===== src/rtl/spi_pkg.sv =====
// Shared defaults and frame-state encoding for the SPI slave stream block.
package spi_pkg;
  localparam int DATA_W_DEF      = 8;
  localparam int SYNC_STAGES_DEF = 3;

  typedef logic [1:0] frame_state_t;
  localparam frame_state_t ST_IDLE   = 2'd0;
  localparam frame_state_t ST_ACTIVE = 2'd1;
  localparam frame_state_t ST_END    = 2'd2;
endpackage


===== src/rtl/spi_sync_edge.sv =====
// Multi-flop synchronizer with rise/fall detect on its two oldest stages.
// primed goes high once every stage holds real input rather than the reset preset.
module spi_sync_edge #(
  parameter int   STAGES  = 3,
  parameter logic RST_VAL = 1'b0
) (
  input  logic clk,
  input  logic reset,
  input  logic d,
  output logic q,
  output logic rise,
  output logic fall,
  output logic primed
);
  logic [STAGES-1:0] sync_q;
  logic [STAGES-1:0] prime_q;

  always_ff @(posedge clk or posedge reset) begin
    if (reset) begin
      sync_q  <= {STAGES{RST_VAL}};
      prime_q <= '0;
    end else begin
      sync_q  <= {sync_q[STAGES-2:0], d};
      prime_q <= {prime_q[STAGES-2:0], 1'b1};
    end
  end

  assign q      = sync_q[STAGES-2];
  assign rise   =  sync_q[STAGES-2] & ~sync_q[STAGES-1];
  assign fall   = ~sync_q[STAGES-2] &  sync_q[STAGES-1];
  assign primed = prime_q[STAGES-1];
endmodule


===== src/rtl/spi_slave_stream.sv =====
// SPI slave with streaming tx holding register and rx word output, all logic in clk domain.
// SCLK/SS_N are oversampled; MOSI is taken raw at the detected sample edge.
module spi_slave_stream
  import spi_pkg::*;
#(
  parameter int DATA_W      = DATA_W_DEF,
  parameter int CPOL        = 0,
  parameter int CPHA        = 0,
  parameter int SYNC_STAGES = SYNC_STAGES_DEF
) (
  input  logic              clk,
  input  logic              reset,
  input  logic              i_SCLK,
  input  logic              i_MOSI,
  input  logic              i_SS_N,
  output logic              o_MISO,
  input  logic [DATA_W-1:0] tx_data,
  input  logic              tx_valid,
  output logic              tx_ready,
  output logic [DATA_W-1:0] rx_data,
  output logic              rx_valid,
  output logic              rx_first,
  output logic              frame_done,
  output logic [7:0]        frame_words,
  output logic              frame_err,
  output logic              tx_underrun
);
  localparam int              CNT_W     = $clog2(DATA_W);
  localparam logic [CNT_W-1:0] LAST_BIT = CNT_W'(DATA_W - 1);
  localparam logic            SCLK_IDLE = (CPOL != 0);

  logic unused_sclk_lvl;
  logic sclk_rise, sclk_fall, sclk_primed;
  logic ss_q, ss_rise, ss_fall, ss_primed;

  spi_sync_edge #(.STAGES(SYNC_STAGES), .RST_VAL(SCLK_IDLE)) u_sclk (
    .clk    (clk),
    .reset  (reset),
    .d      (i_SCLK),
    .q      (unused_sclk_lvl),
    .rise   (sclk_rise),
    .fall   (sclk_fall),
    .primed (sclk_primed)
  );

  spi_sync_edge #(.STAGES(SYNC_STAGES), .RST_VAL(1'b1)) u_ss (
    .clk    (clk),
    .reset  (reset),
    .d      (i_SS_N),
    .q      (ss_q),
    .rise   (ss_rise),
    .fall   (ss_fall),
    .primed (ss_primed)
  );

  frame_state_t      state;
  logic              armed;
  logic              first_pend;
  logic [CNT_W-1:0]  bit_cnt;
  logic [7:0]        word_cnt;
  logic [DATA_W-1:0] rx_shift;
  logic [DATA_W-1:0] tx_shift;
  logic [DATA_W-1:0] hold;

  logic lead_edge, trail_edge, sample_edge, shift_edge;
  logic active, start, load, hold_wr;

  assign lead_edge   = sclk_primed & ((CPOL != 0) ? sclk_fall : sclk_rise);
  assign trail_edge  = sclk_primed & ((CPOL != 0) ? sclk_rise : sclk_fall);
  assign sample_edge = (CPHA == 0) ? lead_edge  : trail_edge;
  assign shift_edge  = (CPHA == 0) ? trail_edge : lead_edge;

  assign active  = (state == ST_ACTIVE);
  // armed only after SS_N has been seen high post-reset, so a frame cut by reset is not resumed
  assign start   = (state == ST_IDLE) & armed & ss_fall;
  assign load    = ((CPHA == 0) & start) |
                   (active & ~ss_rise & shift_edge & (bit_cnt == '0));
  assign hold_wr = tx_valid & tx_ready;

  assign o_MISO = active & tx_shift[DATA_W-1];

  always_ff @(posedge clk or posedge reset) begin
    if (reset) begin
      state       <= ST_IDLE;
      armed       <= 1'b0;
      first_pend  <= 1'b0;
      bit_cnt     <= '0;
      word_cnt    <= '0;
      rx_shift    <= '0;
      tx_shift    <= '0;
      hold        <= '0;
      tx_ready    <= 1'b1;
      rx_data     <= '0;
      rx_valid    <= 1'b0;
      rx_first    <= 1'b0;
      frame_done  <= 1'b0;
      frame_words <= '0;
      frame_err   <= 1'b0;
      tx_underrun <= 1'b0;
    end else begin
      rx_valid    <= 1'b0;
      rx_first    <= 1'b0;
      frame_done  <= 1'b0;
      frame_err   <= 1'b0;
      tx_underrun <= 1'b0;

      if (ss_primed && ss_q) armed <= 1'b1;

      // load sees the holding register as it was before any same-cycle write
      if (load) begin
        tx_shift    <= tx_ready ? '0 : hold;
        tx_underrun <= tx_ready;
      end else if (active && !ss_rise && shift_edge) begin
        tx_shift <= {tx_shift[DATA_W-2:0], 1'b0};
      end

      if (hold_wr) begin
        hold     <= tx_data;
        tx_ready <= 1'b0;
      end else if (load) begin
        tx_ready <= 1'b1;
      end

      case (state)
        ST_IDLE: begin
          bit_cnt <= '0;
          if (start) begin
            state      <= ST_ACTIVE;
            word_cnt   <= '0;
            first_pend <= 1'b1;
            rx_shift   <= '0;
          end
        end
        ST_ACTIVE: begin
          if (ss_rise) begin
            state       <= ST_END;
            frame_done  <= 1'b1;
            frame_words <= word_cnt;
            frame_err   <= (bit_cnt != '0);
            bit_cnt     <= '0;
          end else if (sample_edge) begin
            rx_shift <= {rx_shift[DATA_W-2:0], i_MOSI};
            if (bit_cnt == LAST_BIT) begin
              bit_cnt    <= '0;
              rx_data    <= {rx_shift[DATA_W-2:0], i_MOSI};
              rx_valid   <= 1'b1;
              rx_first   <= first_pend;
              first_pend <= 1'b0;
              word_cnt   <= (word_cnt == 8'hFF) ? word_cnt : word_cnt + 8'd1;
            end else begin
              bit_cnt <= bit_cnt + CNT_W'(1);
            end
          end
        end
        ST_END:  state <= ST_IDLE;
        default: state <= ST_IDLE;
      endcase
    end
  end
endmodule


===== config.mk =====
export PLATFORM = sky130hd
export DESIGN_NAME = spi_slave_stream
export DESIGN_NICKNAME = d
export VERILOG_FILES = /design/src/rtl/spi_pkg.sv /design/src/rtl/spi_sync_edge.sv /design/src/rtl/spi_slave_stream.sv
export SDC_FILE = /design/constraint.sdc
export NUM_CORES = 1
export LEC_CHECK = 0
export ABC_AREA = 1
export CORE_MARGIN = 2
export CORE_UTILIZATION = 46
export CTS_CLUSTER_DIAMETER = 80
export DETAILED_ROUTE_END_ITERATION = 7
export HOLD_SLACK_MARGIN = 0.02
export PLACE_DENSITY_LB_ADDON = 0.12
export SLEW_MARGIN = 20
export SYNTH_ARGS = -nofsm -noshare
export SYNTH_HDL_FRONTEND = slang
export SYNTH_SLANG_ARGS = --single-unit

===== constraint.sdc =====
create_clock -name clk -period 2.4 [get_ports clk]
set_input_delay 0.48 -clock clk [delete_from_list [all_inputs] [get_ports clk]]
set_output_delay 0.48 -clock clk [all_outputs]
set_load 0.005 [all_outputs]

==> metrics.cfg, run 1 <==
[run_status]
outcome=finished, final reports clean

[die]
die_area_um2=7260
die_w_um=85.2
rows=29
pin_count=37
die_h_um=85.2
initial_core_util_pct=47.8
coreArea_um2=6350

[power]
p_seq_share_pct=44.2
p_leak_nw=1.78
pwr_density_cell_nw_per_um2=936
combinationalPowerShare_pct=25.1
p_int_mw=2.37
ir_worst_vdd_mv=0.633
p_clk_share_pct=30.6
netSwitchingPower_mw=1.07
swShare_pct=31.2
report.power.total_mw=3.44

[drt]
routed_via_density=4.74
antenna_left=0
vias=2177
wl_per_cell_um=11.6
drtIter0Drc=116
drt_wl_total_um=5340
drtPass1Iterations=4
drc=0

[cts]
clkLatencyLatePin_ps=340
post_cts_buffers=0
clk_path_buf_depth=2
cts-root-buf=clkbuf_8
cts_sinks=69
cts_buffers=9
cts_hold_buf=0
path_clk_slew_ps=70
cts_tree=done
htree_levels=3
cts_resized=0

[setup_path]
endpoint_kind=output port
path_max_fanout=5
startpoint=state[1]$_DFFE_PP0P_
cp_data_required_time_ps=1920
r2r-start=state[0]$_DFFE_PP0P_
setup.worst_path.end=o_MISO
r2r_slack_ps=730
r2r_cells=8
cp.arrival_ps=1570
start_kind=flop
crit_type=flop to output port
r2r_end=word_cnt[3]$_DFFE_PP0P_

[sta]
rsz0062_at_grt=no
fin_crit_sh_pct=85.5
final_hold_viol_count=0
min_period_ps=2050
fin_worst_skew_ps=8.57
setup_viol=0
setup_slack_ps=347
finalMaxSlewViolations=0
fin_tns_setup_ps=0
finalHoldWorstSlack_ps=353
max_clock_freq_mhz=487

[synth]
syn_avg_cell_area_um2=9.00
syn_inst=337
yosys.area.top_type=dfrtp_1
yosysWarnings=0
ys_ff_latch=69
synth_area_um2=3030
synth_nets=355
netlist.area_leader.share_pct=53.6
synthTopCellsByArea=dfrtp_1 (54%), nand2_1 (12%), inv_1 (4.2%)
synth.distinct_cells=24
ys_seq_area_share_pct=57.1

[placement]
place_hpwl_um=3710
gp_congestion=0.820
portBuffers=36
dp_slack_ps=702

[finish]
num_antenna_cells=0
final_layout_size_suffix_gt1_share_pct=12.3
syn2layout_area_growth_pct=21.2
final_nets=395

[global_route]
antenna_found_initial=0
overflow=0
grt_pass1_wl_um=9490
grt_max_degree=70
grt_usage_pct=16.7
grt_pass1_vias=2139

[flow_run]
max_cap_viol_count=0

[hold_path]
hp-class=flop to flop

-- cells in the final DEF (no fill, tap or decap), drive strengths merged --
cell,netlist,final
nor2,36,36
nand3,26,26
clkdlybuf4s50,0,36
dfrtp,65,65
o21ai,24,24
ha,4,4
nand2,103,103
clkbuf,1,10
conb,1,1
buf,7,1
clkinvlp,0,1
inv,39,39
or2,1,1
a21oi,11,11
dfstp,4,4
a21o,1,1
bufinv,0,2
mux2,7,7
clkinv,1,4
nand3b,6,6
-- worst min-delay path by stage --
stage	start	endpoint	slack (ps)	depth (start not counted)
6_report	u_sclk.sync_q[0]$_DFF_PP0_	u_sclk.sync_q[1]$_DFF_PP0_	350	0
5_1_grt	u_ss.sync_q[0]$_DFF_PP1_	u_ss.sync_q[1]$_DFF_PP1_	360	0
4_1_cts	u_ss.prime_q[1]$_DFF_PP0_	u_sclk.prime_q[2]$_DFF_PP0_	350	0
3_5_place_dp	u_ss.prime_q[1]$_DFF_PP0_	u_sclk.prime_q[2]$_DFF_PP0_	340	0
3_3_place_gp	u_ss.prime_q[0]$_DFF_PP0_	u_ss.prime_q[1]$_DFF_PP0_	330	0
2_1_floorplan	u_ss.prime_q[1]$_DFF_PP0_	u_sclk.prime_q[2]$_DFF_PP0_	330	0
-- power groups by stage --
stage                     Clock (mW)  Combinational [mW]  Sequential (mW)
after floorplan                    0               0.682             1.52
after global placement             0               0.858             1.54
after detailed placement           0               0.874             1.55
after CTS                       1.08               0.879             1.52
after global routing            1.14                1.00             1.56
final                           1.05               0.865             1.52
-- cells by family (layout without fill, tap and decap cells) --
logic type      after synthesis  in the layout  synth area share, %
compound gates               36             36                 6.02
fa+ha+maj                     4              4                 1.65
buf+inv                      48             93                 6.85
flops                        69             69                 57.1
mux                           7              7                 2.60
other cells                   1              1                0.124
simple gates                172            172                 25.7
-- metrics by stage --
stage | cell area [µm²] | utilization [%] | std cells
after floorplan | 3030 | - | 337
after global placement | 3450 | 54.4 | 443
after detailed placement | 3450 | 54.4 | 443
after CTS | 3680 | 57.9 | 459
after global routing | 3680 | 57.9 | 459
final | 3680 | 57.9 | 459
-- registers in the layout, summed over array words and instances, names as in the netlist --
name,count
tx_ready,1
armed,1
rx_data,8
frame_done,1
frame_words,8
u_sclk.prime_q,1
bit_cnt,3
u_sclk.sync_q,3
hold,8
tx_shift,8
state,2
u_ss.sync_q,3
u_ss.prime_q,2
tx_underrun,1
rx_valid,1
word_cnt,8
rx_shift,7
rx_first,1
frame_err,1
first_pend,1
-- synth_stat cells --
cell type  count
a21o_1         1
nand3_2        1
buf_6          3
nor2_1        32
nor2_4         4
conb_1         1
nand2_1       95
dfstp_2        4
inv_1         34
nand3_1       25
o21ai_1       15
dfrtp_1       65
a21oi_1       11
clkinv_1       1
buf_2          4
mux2_2         7
nand2_2        4
nand2_4        4
or2_1          1
clkbuf_1       1
inv_2          5
o21ai_0        9
nand3b_1       6
ha_1           4
-- area by class of cell --
type	instances	area, µm²
fill	567	2670
sequential	69	1730
multi-input combinational	220	1090
timing repair buffer	37	380
inverter	40	150
clock buffer	10	138
tap	77	96.3
clock inverter	6	86.3
-- worst max-delay path, cell delays in order (launching register included) --
cell and delay [ps]:
dfrtp_1 440, inv_2 80, nand2_2 100, nor2_1 110, clkdlybuf4s50_1 500
-- routing by layer --
| metal | part of all wire (%) | GRT usage, % | vias up | wire (µm) |
|---|---|---|---|---|
| met4 | 2.1 | 8.51 | 0 | 114 |
| met5 | 0 | 0 | - | 0 |
| met2 | 44 | 24.6 | 35 | 2350 |
| met3 | 4.0 | 4.96 | 11 | 214 |
| li1 | - | - | 1133 | - |
| met1 | 50 | 22.5 | 998 | 2660 |
(Power assumes the default switching activity.)
==> inputs of run 2 (changes only) <==
ABC_AREA = 0   (was 1)
==> metrics.cfg, run 2 <==
[die]
initial_core_util_pct=47.0
pin_count=37
coreArea_um2=6240
die_w_um=83.8
die_area_um2=7030
rows=29
die_h_um=83.8

[cts]
cts_sinks=69
cts_buffers=9
path_clk_slew_ps=70
cts_resized=0
htree_levels=3
post_cts_buffers=0
clkLatencyLatePin_ps=340
cts_tree=done
clk_path_buf_depth=2
cts-root-buf=clkbuf_8
cts_hold_buf=0

[setup_path]
cp_data_required_time_ps=1920
start_kind=flop
r2r-start=word_cnt[0]$_DFFE_PP0P_
path_max_fanout=4
cp.arrival_ps=1590
path_cells=nor2b_1, and2_1, clkdlybuf4s50_1
crit_type=flop to output port
cp_slowest_stage_delay_ps=500
cpMaxStageDelayCell=clkdlybuf4s50_1
startpoint=state[0]$_DFFE_PP0P_
endpoint_kind=output port

[sta]
final_hold_viol_count=0
slew_headroom_pct=62.7
max_clock_freq_mhz=483
fin_worst_skew_ps=14.6
finalMaxSlewViolations=0
fin_crit_sh_pct=86.3
worstMarginPinSlew_ps=558
fin_tns_setup_ps=0
rsz0062_at_grt=no
setup_viol=0
min_period_ps=2070

[global_route]
grt-busiest-layer=met2
grt_usage_pct=16.2
use_met3_pct=5.44
met2_usage_pct=25.0
grt_max_degree=70
antenna_found_initial=0
grt_pass1_wl_um=9000
grtUsageMet1_pct=21.0
grt_pass1_vias=1939
overflow=0

[finish]
final_area_um2=3610
mostFrequentLayoutCells=dfrtp_1 (65), clkdlybuf4s50_1 (36), nand2_1 (30)
final_nets=310
layout_commonest_cell=dfrtp_1
final_layout_size_suffix_gt1_share_pct=18.2
fillCellCount=546
num_antenna_cells=0
fin_cells=374
final_core_util_pct=57.9
syn2layout_area_growth_pct=23.3

[drt]
vias=1941
drt_wl_total_um=5100
drtIter0Drc=73
antenna_left=0
drc=0
wl_per_cell_um=13.6
routed_via_density=5.19
drtPass1Iterations=4

[power]
pwr_density_cell_nw_per_um2=851
report.power.total_mw=3.07
ir_worst_vdd_mv=0.482
p_leak_nw=1.59

[hold_path]
worstHoldStart=u_ss.prime_q[1]$_DFF_PP0_
hp-class=flop to flop

[synth]
syn_inst=245
synthTopCellsByArea=dfrtp_1 (55%), mux2_2 (8.5%), mux2i_1 (4.8%)
synth_nets=263
synth.distinct_cells=43
yosysMostFrequentCell=dfrtp_1
ys_ff_latch=69
yosys.area.top_type=dfrtp_1
synth-async-reset-ratio_pct=100
synthTopCellsByCount=dfrtp_1 (65), nand2_1 (30), mux2_2 (22), inv_1 (17)
synth_area_um2=2930
synth_edf_count=0
yosysWarnings=0
syn_avg_cell_area_um2=12.0
ys_seq_area_share_pct=59.1
netlist.area_leader.share_pct=55.5
synth_ff_type=dfrtp_1

[flow_run]
max_cap_viol_count=0

[placement]
place_inst=358
gp_congestion=0.810
place_hpwl_um=3400
post_dp_cell_area_um2=3420
portBuffers=36

[run_status]
outcome=finished, final reports clean

## run 2: final cells by class
cell class,instances,area [µm²],share of cell area [%]
Clock buffer,12,145,4.02
Clock inverter,4,47.5,1.32
Inverter,17,63.8,1.77
Multi-Input combinational cell,152,1100,30.5
Sequential cell,69,1730,47.9
Tap cell,77,96.3,2.67
Timing Repair Buffer,43,425,11.8
## run 2: critical path, delay by kind of cell, from the launching register on
family / cells / cell delay (ps)
AND/OR/NAND/NOR: 2 / 330
buffers and inverters: 1 / 500
flip-flops: 1 / 420
## run 2: path summary, 6_finish.rpt
kind,endpoint,slack (ps),cells after the start
worst max register to register,word_cnt[0]$_DFFE_PP0P_,550,5
worst min register to register,u_sclk.prime_q[2]$_DFF_PP0_,350,0
worst max-delay path,o_MISO,330,3
min in group asynchronous,rx_data[6]$_DFFE_PP0P_,540,3
max in group asynchronous,u_ss.sync_q[2]$_DFF_PP1_,1530,3
worst min-delay path,u_sclk.prime_q[2]$_DFF_PP0_,350,0
## run 2: report_power, final
group | total [mW] | switching, mW | internal [mW]
Combinational | 0.700 | 0.342 | 0.358
Clock | 0.929 | 0.423 | 0.506
Sequential | 1.45 | 0.0989 | 1.35
## run 2: metal layers
layer	vias up	part of all wire (%)	routed length (µm)
li1	946	-	-
met1	938	46	2370
met2	49	48	2440
met3	8	4.3	217
met4	0	1.4	70
met5	-	0	0
## run 2: through the flow
step	hold slack [ps]	setup slack, ps
2_1_floorplan	331	187
6_report	350	329
5_1_grt	358	238
3_3_place_gp	333	627
4_1_cts	353	288
3_5_place_dp	337	575
## run 2: cells by family (layout without fill, tap and decap cells)
family / Yosys count / after routing / synth area share [%]
buf+inv: 24 / 76 / 3.29
fa+ha+maj: 4 / 4 / 1.71
simple gates: 71 / 71 / 12.8
other cells: 1 / 1 / 0.128
compound gates: 40 / 40 / 9.77
flops: 69 / 69 / 59.1
mux: 36 / 36 / 13.2
